## src/rtl/div_unit.sv

```systemverilog
`default_nettype none
// ============================================================================
//  Module      : div_unit
//  Description : Iterative signed/unsigned divider, one non-restoring step per
//                cycle; returns {remainder, quotient} with a divide-by-zero flag.
//  Revision    : 1.0 - initial release
// ============================================================================
module div_unit #(
    parameter int WIDTH = 32
) (
    input  logic               clock,
    input  logic               reset,
    input  logic               start,
    input  logic               is_signed,
    input  logic [WIDTH-1:0]   dividend,
    input  logic [WIDTH-1:0]   divisor,
    output logic [2*WIDTH-1:0] z,
    output logic               busy,
    output logic               ready,
    output logic               div_zero
);

    localparam int                 c_CNT_W    = $clog2(WIDTH);
    localparam logic [c_CNT_W-1:0] c_CNT_LAST = c_CNT_W'(WIDTH - 1);
    localparam logic [c_CNT_W-1:0] c_CNT_ONE  = c_CNT_W'(1);

    typedef enum logic [1:0] {
        ST_IDLE = 2'd0,
        ST_ITER = 2'd1,
        ST_FIX  = 2'd2
    } state_t;

    state_t               r_state;
    state_t               w_state_next;

    logic [c_CNT_W-1:0]   r_count;
    logic [WIDTH:0]       r_rem;
    logic [WIDTH-1:0]     r_quo;
    logic [WIDTH-1:0]     r_dvs;
    logic                 r_signed;
    logic                 r_dvd_neg;
    logic                 r_dvs_neg;
    logic                 r_dz;
    logic [2*WIDTH-1:0]   r_z;
    logic                 r_busy;
    logic                 r_ready;
    logic                 r_div_zero;

    logic                 w_capture;
    logic                 w_step;
    logic                 w_finish;
    logic                 w_last;

    logic                 w_dvd_neg_in;
    logic                 w_dvs_neg_in;
    logic [WIDTH-1:0]     w_dvd_mag;
    logic [WIDTH-1:0]     w_dvs_mag;

    logic [WIDTH:0]       w_shift;
    logic [WIDTH:0]       w_rem_step;
    logic [WIDTH-1:0]     w_quo_step;

    logic [WIDTH-1:0]     w_rem_mag;
    logic [WIDTH-1:0]     w_rem_res;
    logic [WIDTH-1:0]     w_quo_res;

    // ------------------------------------------------------------------
    // Control FSM
    // ------------------------------------------------------------------
    always_ff @(posedge clock or negedge reset) begin
        if (!reset) begin
            r_state <= ST_IDLE;
        end else begin
            r_state <= w_state_next;
        end
    end

    assign w_last = (r_count == c_CNT_LAST);

    always_comb begin
        w_state_next = r_state;
        w_capture    = 1'b0;
        w_step       = 1'b0;
        w_finish     = 1'b0;
        case (r_state)
            ST_IDLE: begin
                if (start) begin
                    w_capture    = 1'b1;
                    w_state_next = ST_ITER;
                end
            end
            ST_ITER: begin
                w_step = 1'b1;
                if (w_last) begin
                    w_state_next = ST_FIX;
                end
            end
            ST_FIX: begin
                w_finish     = 1'b1;
                w_state_next = ST_IDLE;
            end
            default: begin
                w_state_next = ST_IDLE;
            end
        endcase
    end

    // ------------------------------------------------------------------
    // Operand conditioning: magnitudes only in signed mode
    // ------------------------------------------------------------------
    assign w_dvd_neg_in = is_signed & dividend[WIDTH-1];
    assign w_dvs_neg_in = is_signed & divisor[WIDTH-1];
    assign w_dvd_mag    = w_dvd_neg_in ? -dividend : dividend;
    assign w_dvs_mag    = w_dvs_neg_in ? -divisor  : divisor;

    // A negative partial remainder adds the divisor back in the next step
    // instead of restoring, so each step costs a single add/subtract.
    assign w_shift    = {r_rem[WIDTH-1:0], r_quo[WIDTH-1]};
    assign w_rem_step = r_rem[WIDTH] ? (w_shift + {1'b0, r_dvs})
                                     : (w_shift - {1'b0, r_dvs});
    assign w_quo_step = {r_quo[WIDTH-2:0], ~w_rem_step[WIDTH]};

    // Final correction; the corrected remainder always lies in [0, divisor).
    assign w_rem_mag = r_rem[WIDTH] ? (r_rem[WIDTH-1:0] + r_dvs) : r_rem[WIDTH-1:0];
    assign w_rem_res = (r_signed & r_dvd_neg) ? -w_rem_mag : w_rem_mag;
    assign w_quo_res = r_dz                                ? '1
                     : (r_signed & (r_dvd_neg ^ r_dvs_neg)) ? -r_quo
                     :                                        r_quo;

    // ------------------------------------------------------------------
    // Datapath and output registers
    // ------------------------------------------------------------------
    always_ff @(posedge clock or negedge reset) begin
        if (!reset) begin
            r_count    <= '0;
            r_rem      <= '0;
            r_quo      <= '0;
            r_dvs      <= '0;
            r_signed   <= 1'b0;
            r_dvd_neg  <= 1'b0;
            r_dvs_neg  <= 1'b0;
            r_dz       <= 1'b0;
            r_z        <= '0;
            r_busy     <= 1'b0;
            r_ready    <= 1'b0;
            r_div_zero <= 1'b0;
        end else begin
            if (w_capture) begin
                r_signed   <= is_signed;
                r_dvd_neg  <= dividend[WIDTH-1];
                r_dvs_neg  <= divisor[WIDTH-1];
                r_dz       <= (divisor == '0);
                r_quo      <= w_dvd_mag;
                r_dvs      <= w_dvs_mag;
                r_rem      <= '0;
                r_count    <= '0;
                r_busy     <= 1'b1;
                r_ready    <= 1'b0;
                r_div_zero <= 1'b0;
            end
            if (w_step) begin
                r_rem   <= w_rem_step;
                r_quo   <= w_quo_step;
                r_count <= w_last ? '0 : (r_count + c_CNT_ONE);
            end
            if (w_finish) begin
                r_z        <= {w_rem_res, w_quo_res};
                r_busy     <= 1'b0;
                r_ready    <= 1'b1;
                r_div_zero <= r_dz;
            end
        end
    end

    assign z        = r_z;
    assign busy     = r_busy;
    assign ready    = r_ready;
    assign div_zero = r_div_zero;

endmodule
`default_nettype wire

```

## config.mk

```make
export PLATFORM = sky130hd
export DESIGN_NAME = div_unit
export DESIGN_NICKNAME = d
export VERILOG_FILES = /design/src/rtl/div_unit.sv
export SDC_FILE = /design/constraint.sdc
export NUM_CORES = 1
export LEC_CHECK = 0
export CAP_MARGIN = 30
export CORE_ASPECT_RATIO = 1.75
export CORE_MARGIN = 4
export CORE_UTILIZATION = 40
export CTS_BUF_LIST = sky130_fd_sc_hd__clkbuf_8
export DETAILED_ROUTE_END_ITERATION = 12
export SKIP_CTS_REPAIR_TIMING = 1
export SYNTH_ARGS = -nofsm -noshare
export SYNTH_HDL_FRONTEND = slang
export SYNTH_SLANG_ARGS = --single-unit
```

## constraint.sdc

```tcl
create_clock -name clock -period 15.7 [get_ports clock]
set_clock_uncertainty 0.1 [all_clocks]
set_input_delay 1.57 -clock clock [delete_from_list [all_inputs] [get_ports clock]]
set_output_delay 1.57 -clock clock [all_outputs]
set_load 0.1 [all_outputs]
```

After elaboration in Yosys (flattened, before gate mapping)
Cells that the tools add are included.

Add/sub/neg operators: 8. Equality and inequality tests: 5. Muxes and demuxes: 26. Bitwise operators: 6. Reductions and logical operators: 5.

Operator list (count): 32-bit 2-to-1 mux (8); 32-bit negator (4); 33-bit 2-to-1 mux (3); 33-bit by 32-bit adder with 33-bit output (1); 33-bit by 32-bit subtractor with 33-bit output (1); 32-bit adder (1); 32-bit zero test (1); 5-bit 2-to-1 mux (3); 1-bit 2-to-1 mux (9); 5-bit by 1-bit adder with 5-bit output (second input constant) (1); 5-bit equality test (second input constant) (1); 1-bit bitwise AND (4); 2-bit 2-to-1 mux (2); 2-bit inequality test (second input constant) (2); 2-bit one-hot mux with 2 select lines (1); 2-bit nonzero test (2); 2-bit by 1-bit equality test with 1-bit output (second input constant) (1); 2-bit equality test (second input constant) (1); 2-bit zero test (1); 2-bit AND reduction (1); 1-bit inverter (1); 1-bit bitwise XOR (1).

Register bits after elaboration: 175. Input port bits: 68. Output and inout bits: 67. Word-level logic and storage cells: 63.

Logic depth before layout (Yosys ltp)
Gate-level depths: netlist (run 1).

Depth in word-level cells: 4. Depth in mapped cells: 21. Depth with buffers taken out: 21.

Worst setup path after synthesis (run 1)
OpenSTA, ideal clock, no wires.

Kind: reg-to-reg. Start: register r_rem[32]. End: register r_rem[27]. Library setup time: 122 ps. Arrival time: 5235 ps. Data required time: 15478 ps. Setup slack: 10243 ps. Stages on the path, launching flop included: 20. Buffers on the path: 7. Period minus slack after synthesis: 5457 ps. Cell sequence: dfrtp_1 -> clkbuf_1 -> buf_1 -> buf_1 -> clkbuf_1 -> clkbuf_1 -> buf_1 -> buf_1 -> nor2_1 -> xnor2_1 -> ha_1 -> a21o_1 -> a2111oi_0 -> o32ai_1 -> a21boi_0 -> o211ai_1 -> and2_1 -> a21o_1 -> a211o_1 -> a32o_1.

Word-level cells in the longest chain between the ends: 2.

RTL lines: from (decl) (RTL line 37) `logic [WIDTH:0] r_rem;`; from (signal assigned) (RTL line 162) `r_rem <= w_rem_step;`; 33-bit 2-to-1 mux (RTL line 119) `assign w_rem_step = r_rem[WIDTH] ? (w_shift + {1'b0, r_dvs})`; 33-bit 2-to-1 mux (RTL line 161) `if (w_step) begin`.

No other way between the ends. A chain may end at the register's enable or synchronous reset.

Final worst setup path (run 1)
Start: register r_dvs[3]. End: register r_quo[0].

Word-level cells in the longest chain between the ends: 4. Elaborated cells on any way between the ends: 5. Those cells by class: add/sub: 2; mux: 2; bitwise: 1.

RTL lines: from (decl) (RTL line 39) `logic [WIDTH-1:0] r_dvs;`; from (signal assigned) (RTL line 154) `r_dvs <= w_dvs_mag;`; 33-bit by 32-bit subtractor with 33-bit output or 33-bit by 32-bit adder with 33-bit output (tied branches) (RTL line 120, 119); 33-bit 2-to-1 mux (*) (RTL line 119); 1-bit inverter (*) (RTL line 121) `assign w_quo_step = {r_quo[WIDTH-2:0], ~w_rem_step[WIDTH]};`; 32-bit 2-to-1 mux (*) (RTL line 161); to (signal assigned) (RTL line 153) `r_quo <= w_dvd_mag;`; to (signal assigned) (RTL line 163) `r_quo <= w_quo_step;`; to (decl) (RTL line 38) `logic [WIDTH-1:0] r_quo;`.

Every way passes the cells marked *; elsewhere a longest branch is shown, timed or not.

==> impl_metrics.yaml, run 1 <==
die:
  die_area_um2: 37800
  io_pins: 135
  core_um2: 34000
  start_util_pct: 40.8
  die_height_um: 254
  rows: 89
  die_x_um: 149
place:
  portBuffers: 134
  dp_hpwl_um: 34300
  place_congestion: 0.921
  pre_cts_slack_ns: 9.95
grt:
  grt_use_total_pct: 23.3
  met1_usage_pct: 23.9
  top_usage_layer: "met2"
  antenna_found_initial: 1
  grtUsageMet2_pct: 44.7
  grt_max_degree: 71
  grt_pass1_vias: 13468
  gr-usage-met3_pct: 3.43
  grt_pass1_wl_um: 70100
  overflow: 0
power_and_ir_drop:
  p_clk_share_pct: 7.9
  p_comb_share_pct: 70.9
  seqPwrFrac_pct: 21.2
  p_leak_nw: 6.60
  ir_worst_vdd_mv: 0.0920
  swShare_pct: 52.9
  power_switching_mw: 2.21
  power_mw: 4.17
  p_int_mw: 1.96
  powerDensity_nw_per_um2: 260
worst_setup_path:
  reg2reg_to: "r_quo[0]"
  reg2reg_depth: 18
  critPathCaptureType: "flip-flop"
  critPathKind: "reg -> reg"
  crit_required_ns: 15.99
  r2r_start: "r_dvs[3]"
  worstPathArrival_ns: 5.97
  slowest_delay_ns: 0.58
  crit_path_frequent_cell: "nor3_1"
  reg2reg_slack_ns: 10.02
  path_max_fanout: 6
  critPathSlowestCell: "a2111oi_0"
  start_kind: "flip-flop"
  path_cells: "nor3_1 -> nand2_1 -> nor3_1 -> nor3b_1 -> a21oi_1 -> nor2_1 -> o21ai_0 -> xor2_1 -> ha_1 -> a21o_1 -> a211oi_1 -> o221ai_1 -> a2111oi_0 -> nor3_1 -> o2111a_1 -> o31ai_1 -> nor3b_1 -> o22ai_1"
logic_synthesis:
  async_flop_share_pct: 100
  ys.warnings.count: 0
  synthTopCellsByArea: "dfrtp_1 (32%), ha_1 (6.3%), xor2_1 (6.3%), o21ai_0 (6.3%), a21oi_1 (5.3%)"
  synthesis.nets: 1860
  ys_types: 83
  synth_area_um2: 13800
  synth-seq-cells: 175
  syn_inst: 1720
  yosysSeqAreaShare_pct: 31.6
  syn_avg_cell_area_um2: 8.05
  synth_edf_count: 0
  yosysTopAreaCell: "dfrtp_1"
  synth-main-ff-cell: "dfrtp_1"
  yosysTopAreaCellShare_pct: 31.6
cts:
  cts_sinks: 175
  numCtsBuffers: 17
  tritoncts: "built"
  root_buffer: "clkbuf_8"
  clock_latency_ns: 0.52
  clk_path_buf_depth: 2
  clk_pin_slew_worst_paths_ns: 0.12
  htreeDepth: 4
run_status:
  status: "finished, final reports clean"
final_layout:
  nets: 1941
  layout_commonest_cell: "nand2_1"
  finalCoreUtilization_pct: 47.3
  n_fill_cell: 3355
  synthToLayoutAreaGrowth_pct: 15.9
  drive_above_1_share_pct: 4.52
  final_cell_mix: "nand2_1 (187), dfrtp_1 (174), o21ai_0 (172)"
drt:
  drtIter0Drc: 663
  via_per_inst: 5.89
  vias: 13374
  antenna_left: 0
  avgRoutedWirePerCell_um: 19.5
  totalWireLength_um: 44300
  drc: 0
  first_pass_iters: 5
sta:
  worst_pin_slew_ns: 1.01
  rsz0062_at_grt: "no"
  whs_ns: 0.382
  maxSlewHeadroom_pct: 32.3
  setup_tns_ns: 0
  hold_viol_final: 0
  setup_slack_ns: 10.02
  finalSetupViolCount: 0
  maxSlewViolCount: 0
  max_freq_mhz: 176
  post-route-min-period_ns: 5.68
  fin_crit_sh_pct: 36.2
job:
  max_cap_viol_count: 0
hold_path:
  min_path_type: "reg -> reg"
  min_to: "z[48]"
  worstHoldStart: "z[48]"
  hold_path_depth: 2
## final cells by class
type	count	area [um^2]	share of cell area (%)
Inverter	33	124	0.771
Antenna cell	1	2.50	0.0156
Timing Repair Buffer	153	1550	9.65
Clock buffer	17	234	1.46
Tap cell	455	569	3.55
Sequential cell	175	4380	27.3
Clock inverter	15	169	1.05
Multi-Input combinational cell	1421	9030	56.2
## logic make-up (layout without fill, tap and decap cells)
| kind of cell | after synthesis | in the layout | synth area share, % |
|---|---|---|---|
| compound gates | 588 | 588 | 26.7 |
| xor+xnor | 170 | 170 | 10.8 |
| fa+ha+maj | 72 | 72 | 6.61 |
| buf+inv | 124 | 218 | 3.38 |
| flops | 175 | 175 | 31.6 |
| mux | 12 | 12 | 0.894 |
| other cells | 0 | 1 | 0 |
| simple gates | 579 | 579 | 20.1 |
## critical path, delay by kind of cell, from the launching register on
kind                     cells  cell delay [ns]
AND/OR/NAND/NOR              7             2.15
flip-flops                   1             0.46
adder cells (fa/ha/maj)      1             0.35
XOR/XNOR                     1             0.17
AO/OA/AOI/OAI                9             2.31
## cells in the mapped netlist (5+ instances only)
cell type    n
nor2_1     148
nand2b_1     8
buf_1        6
xnor2_1     70
o221ai_1     5
o21ai_0    173
a22o_1       7
o21bai_1     7
nand4_1     15
o31a_1       5
mux2i_1      9
nand2_1    189
nor4_1      26
and3_1      15
nor3_1      45
nor2b_1     13
a22oi_1     10
or2_2        5
ha_1        70
nand3b_1    10
o22ai_1     44
o41ai_1     11
dfrtp_1    175
clkbuf_1    83
inv_1       32
a221o_1      5
a211oi_1    13
o31ai_1     27
a31o_2       5
xor2_1     100
a21oi_1    146
or3_1       34
o21a_1      14
or4_1       10
a211o_1      5
a31oi_1     19
and2_1      14
o211ai_1     7
nand3_1     28
a21o_1      37
## registers in the layout, summed over array words and instances, names as in the netlist
register / count
r_state: 2
busy: 1
r_dz: 1
r_dvd_neg: 1
ready: 1
div_zero: 1
r_dvs_neg: 1
r_count: 5
r_quo: 32
z: 64
r_rem: 33
r_dvs: 32
r_signed: 1
## worst max-delay path by stage
stage / end / startpoint / depth (start not counted) / slack (ns)
after floorplan: r_rem[27] / r_rem[32] / 19 / 10.24
after global routing: r_quo[0] / r_dvs[3] / 18 / 9.44
after CTS: r_quo[0] / r_dvs[3] / 18 / 9.93
final: r_quo[0] / r_dvs[3] / 18 / 10.02
after global placement: r_quo[0] / r_dvs[3] / 18 / 10.15
after detailed placement: r_quo[0] / r_dvs[3] / 18 / 9.95
## per-stage QoR
| stage | instances | cell area, um^2 |
|---|---|---|
| floorplan | 1720 | 13800 |
| global placement | 2232 | 15500 |
| detailed placement | 2236 | 15600 |
| CTS | 2268 | 16000 |
| global route | 2270 | 16100 |
| finish | 2270 | 16100 |
## routing by layer
| metal | vias up | part of all wire [%] |
|---|---|---|
| li1 | 6487 | - |
| met1 | 6369 | 36 |
| met2 | 400 | 54 |
| met3 | 118 | 4.5 |
| met4 | 0 | 5.3 |
| met5 | - | 0 |
## power by group through the flow
stage	logic, mW	clock network, mW	registers (mW)
6_report	2.95	0.331	0.884
5_1_grt	3.29	0.356	0.908
4_1_cts	2.94	0.342	0.876
3_5_place_dp	2.92	0	0.885
3_3_place_gp	2.87	0	0.881
2_1_floorplan	2.30	0	0.783
(Power assumes the default switching activity.)
==> inputs of run 2 (changes only) <==
clock period = 4.6 ns   (was 15.7 ns; I/O delays follow)
==> run 2 against run 1 <==
  * Clock power increased to 3.4 times the previous value
  * Sequential cell count unchanged
  * Via count increased by 0.20%
  * Largest cell class unchanged
==> impl_metrics.yaml, run 2 (synthesis results as in run 1) <==
sta:
  maxSlewHeadroom_pct: 30.2
  worst_pin_slew_ns: 1.04
  setup_tns_ns: 0
  post-route-min-period_ns: 4.43
  finalSetupViolCount: 0
  maxSlewViolCount: 0
  whs_ns: 0.384
  hold_viol_final: 0
  max_freq_mhz: 226
  fin_crit_sh_pct: 96.2
  setup_slack_ns: 0.173
drt:
  wl_met1_um: 16400
  antenna_left: 0
  totalWireLength_um: 44200
  first_pass_iters: 5
  top_layer: "met4"
  drc: 0
  avgRoutedWirePerCell_um: 19.1
  wl_met2_um: 24000
  vias: 13401
  via_per_inst: 5.78
  drtIter0Drc: 655
  wl_met3_um: 1750
final_layout:
  largest_register_ffs: 64
  final_cell_mix: "nand2_1 (187), dfrtp_1 (173), o21ai_0 (171)"
  stdcell_count: 2319
  n_fill_cell: 3381
  nets: 1990
  drive_above_1_share_pct: 8.27
  layout_commonest_cell: "nand2_1"
  synthToLayoutAreaGrowth_pct: 19.5
hold_path:
  min_to: "z[43]"
  worstHoldStart: "z[43]"
  min_path_type: "reg -> reg"
  hold_path_depth: 2
worst_setup_path:
  critPathSlowestCell: "or4_4"
  critPathLaunch: "r_dvs[0]"
  r2r_start: "r_dvs[0]"
  critPathKind: "reg -> reg"
  worstPathArrival_ns: 4.73
  cp.depth: 12
  slowest_delay_ns: 0.59
  path_max_fanout: 5
  reg2reg_depth: 12
  reg2reg_to: "z[61]"
  crit_required_ns: 4.90
  start_kind: "flip-flop"
  crit_family: "compound AO/OA/AOI/OAI gates"
  path_buf_inv: 0
  path_cells: "ha_1 -> fa_2 -> a211o_1 -> a21o_1 -> a311oi_2 -> a41oi_2 -> or4_4 -> nor4b_4 -> nand3_2 -> or3_4 -> o311a_1 -> a221o_1"
  critPathCaptureType: "flip-flop"
  reg2reg_slack_ns: 0.17
die:
  die_x_um: 149
  core_um2: 34000
  rows: 89
  start_util_pct: 40.8
  die_height_um: 254
  die_area_um2: 37800
  io_pins: 135
cts:
  htreeDepth: 4
  clk_path_buf_depth: 2
  clk_pin_slew_worst_paths_ns: 0.11
  clock_latency_ns: 0.51
  root_buffer: "clkbuf_8"
  tritoncts: "built"
  cts_sinks: 175
  numCtsBuffers: 17
place:
  dp_hpwl_um: 34300
  pre_cts_slack_ns: -0.0581
  portBuffers: 134
  placedCellCount: 2284
  place_congestion: 0.904
grt:
  grt_pass1_wl_um: 70200
  grt_use_total_pct: 23.4
  grt_pass1_vias: 13547
  antenna_found_initial: 1
  grt_max_degree: 91
  overflow: 0
job:
  max_cap_viol_count: 0
power_and_ir_drop:
  ir_worst_vdd_mv: 0.287
  p_leak_nw: 6.85
  powerDensity_nw_per_um2: 897
run_status:
  status: "finished, final reports clean"
==> run 2: tightest hold or removal path: cells and delay by family (launching register included) <==
kind,cells,cell delay (ns)
AO/OA/AOI/OAI,1,0.06
AND/OR/NAND/NOR,1,0.05
flip-flops,1,0.35
==> run 2: power breakdown <==
part           total (mW)  internal (mW)  switching (mW)
Combinational        10.8           4.63            6.14
Sequential           2.95           2.10           0.854
Clock                1.13          0.413           0.715
Total                14.8           7.14            7.71
==> run 2: area by class of cell <==
| type | instances | area, um^2 | share of cell area [%] |
|---|---|---|---|
| multi-input combinational | 1421 | 9170 | 55.4 |
| sequential | 175 | 4380 | 26.5 |
| timing repair buffer | 202 | 1890 | 11.4 |
| tap | 455 | 569 | 3.44 |
| clock buffer | 17 | 234 | 1.41 |
| clock inverter | 15 | 173 | 1.04 |
| inverter | 33 | 124 | 0.749 |
| antenna | 1 | 2.50 | 0.0151 |
==> run 2: worst max path at each step <==
| stage | slack (ns) | end |
|---|---|---|
| 6_report | 0.17 | z[61] |
| 5_1_grt | -0.03 | r_quo[0] |
| 4_1_cts | -0.06 | z[62] |
| 3_5_place_dp | -0.06 | z[62] |
| 3_3_place_gp | 0.04 | r_rem[32] |
| 2_1_floorplan | 0.006 | r_rem[32] |
==> run 2: stage by stage <==
stage          util, %  cell area [um^2]  total power [mW]
3_3_place_gp      47.0             16000              13.3
3_5_place_dp      47.1             16000              13.5
5_1_grt           48.7             16500              16.3
2_1_floorplan        -             13900              10.6
4_1_cts           48.3             16400              14.6
6_report          48.7             16500              14.8
==> run 2: layer usage <==
| layer | track usage, % | up-vias |
|---|---|---|
| li1 | - | 6592 |
| met1 | 24.7 | 6371 |
| met2 | 44.8 | 334 |
| met3 | 3.40 | 104 |
| met4 | 11.4 | 0 |
| met5 | 0 | - |
==> inputs of run 3 (changes only) <==
SETUP_SLACK_MARGIN = 0.5   (was default)
SLEW_MARGIN = 20   (was default)
clock period = 4.91 ns   (was 4.6 ns; I/O delays follow)
==> run 3 against run 2 <==
  * Cell area increased by 0.48%
  * Register-to-register slack improved by 0.23 ns
  * Global-route usage decreased by 0.71 points
  * Critical endpoint unchanged
==> impl_metrics.yaml, run 3 (synthesis results as in run 1) <==
final_layout:
  layout_commonest_cell: "nand2_1"
  final_cell_mix: "nand2_1 (185), dfrtp_1 (170), o21ai_0 (168)"
  fin_area_um2: 16600
  nets: 1977
  largest_register_ffs: 64
  stdcell_count: 2306
  drive_above_1_share_pct: 8.76
  synthToLayoutAreaGrowth_pct: 20.0
sta:
  maxSlewViolCount: 0
  fin_crit_sh_pct: 91.8
  rsz0062_at_grt: "yes"
  maxSlewHeadroom_pct: 30.8
  setup_slack_ns: 0.401
  setup_tns_ns: 0
  hold_viol_final: 0
  finalSetupViolCount: 0
  worst_pin_slew_ns: 1.03
  max_freq_mhz: 222
  post-route-min-period_ns: 4.51
drt:
  totalWireLength_um: 43500
  first_pass_iters: 5
  avgRoutedWirePerCell_um: 18.9
  vias: 13335
  drc: 0
  via_per_inst: 5.78
  drtIter0Drc: 669
  antenna_left: 0
worst_setup_path:
  reg2reg_to: "z[61]"
  critPathCaptureType: "flip-flop"
  path_cells: "ha_4 -> fa_2 -> a211o_4 -> a2111o_1 -> a31oi_4 -> mux2i_4 -> or4_4 -> nor4b_4 -> nand3_2 -> or3_4 -> o311a_1 -> a221o_1"
  critPathSlowestCell: "or4_4"
  path_max_fanout: 5
  worstPathArrival_ns: 4.80
  reg2reg_slack_ns: 0.40
  slowest_delay_ns: 0.51
  start_kind: "flip-flop"
  reg2reg_depth: 12
  r2r_start: "r_rem[0]"
  critPathKind: "reg -> reg"
  crit_required_ns: 5.20
power_and_ir_drop:
  powerDensity_nw_per_um2: 846
  power_mw: 14.1
  ir_worst_vdd_mv: 0.319
  p_leak_nw: 6.81
die:
  start_util_pct: 40.8
  io_pins: 135
  die_height_um: 254
  rows: 89
  core_um2: 34000
  die_area_um2: 37800
  die_x_um: 149
grt:
  grt_pass1_vias: 13147
  grt_max_degree: 91
  grt_use_total_pct: 22.7
  overflow: 0
  grt_pass1_wl_um: 68500
  antenna_found_initial: 1
cts:
  root_buffer: "clkbuf_8"
  clk_pin_slew_worst_paths_ns: 0.11
  clock_latency_ns: 0.50
  clk_path_buf_depth: 2
  cts_sinks: 175
  tritoncts: "built"
  numCtsBuffers: 17
  htreeDepth: 4
place:
  placed_cell_area_um2: 15700
  portBuffers: 134
  dp_hpwl_um: 33500
  place_congestion: 0.901
  pre_cts_slack_ns: 0.0641
  placedCellCount: 2251
hold_path:
  hold_path_depth: 2
  min_path_type: "reg -> reg"
  worstHoldStart: "z[47]"
  min_to: "z[47]"
run_status:
  status: "finished, final reports clean"
job:
  max_cap_viol_count: 0
## run 3: cell types whose count changed in the layout (fill, tap and decap cells not counted), moves of 3 or more
cell,previous run,this run
buf_4,64,50
clkinvlp_4,0,3
dfrtp_1,173,170
dfrtp_2,2,5
ha_1,70,67
inv_6,4,1
o21ai_0,171,168
## run 3: worst max path at each step
stage / start / end / slack (ns)
2_1_floorplan: r_rem[32] / r_quo[0] / 0.50
3_3_place_gp: r_dvs[5] / r_quo[0] / 0.17
3_5_place_dp: r_dvs[5] / r_quo[0] / 0.06
4_1_cts: r_dvs[5] / r_quo[0] / 0.03
5_1_grt: r_dvs[3] / r_quo[0] / 0.32
6_report: r_rem[0] / z[61] / 0.40
## run 3: final cells by class
type,count,area [um^2]
antenna,1,2.50
clock buffer,18,248
clock inverter,14,151
fill,3353,17300
inverter,33,124
multi-input combinational,1421,9350
sequential,175,4390
tap,455,569
timing repair buffer,189,1790
## run 3: worst max-delay path: cells and delay by family, from the launching register on
kind / cells / cell delay, ns
adders and majority gates: 2 / 0.55
and+or+nand+nor: 4 / 1.47
DFF: 1 / 0.47
AOI/OAI and AO/OA: 5 / 1.69
muxes: 1 / 0.10
## run 3: report_power, final
part	switching [mW]	internal (mW)	total, mW
clock	0.648	0.392	1.04
sequential	0.838	1.97	2.81
combinational	5.81	4.40	10.2
total	7.30	6.76	14.1
## run 3: metal layers
metal | vias up | share of wire [%] | track usage (%)
met5 | - | 0 | 0
met4 | 0 | 4.4 | 10.1
met3 | 96 | 4.2 | 3.29
met2 | 373 | 54 | 43.9
met1 | 6322 | 37 | 24.0
li1 | 6544 | - | -
## run 3: through the flow
step                      utilization [%]  hold WS, ns
after floorplan                         -       0.0954
after global placement               46.3        0.363
after detailed placement             46.3        0.366
after CTS                            47.5      -0.0685
after global routing                 48.9        0.425
final                                48.9        0.382
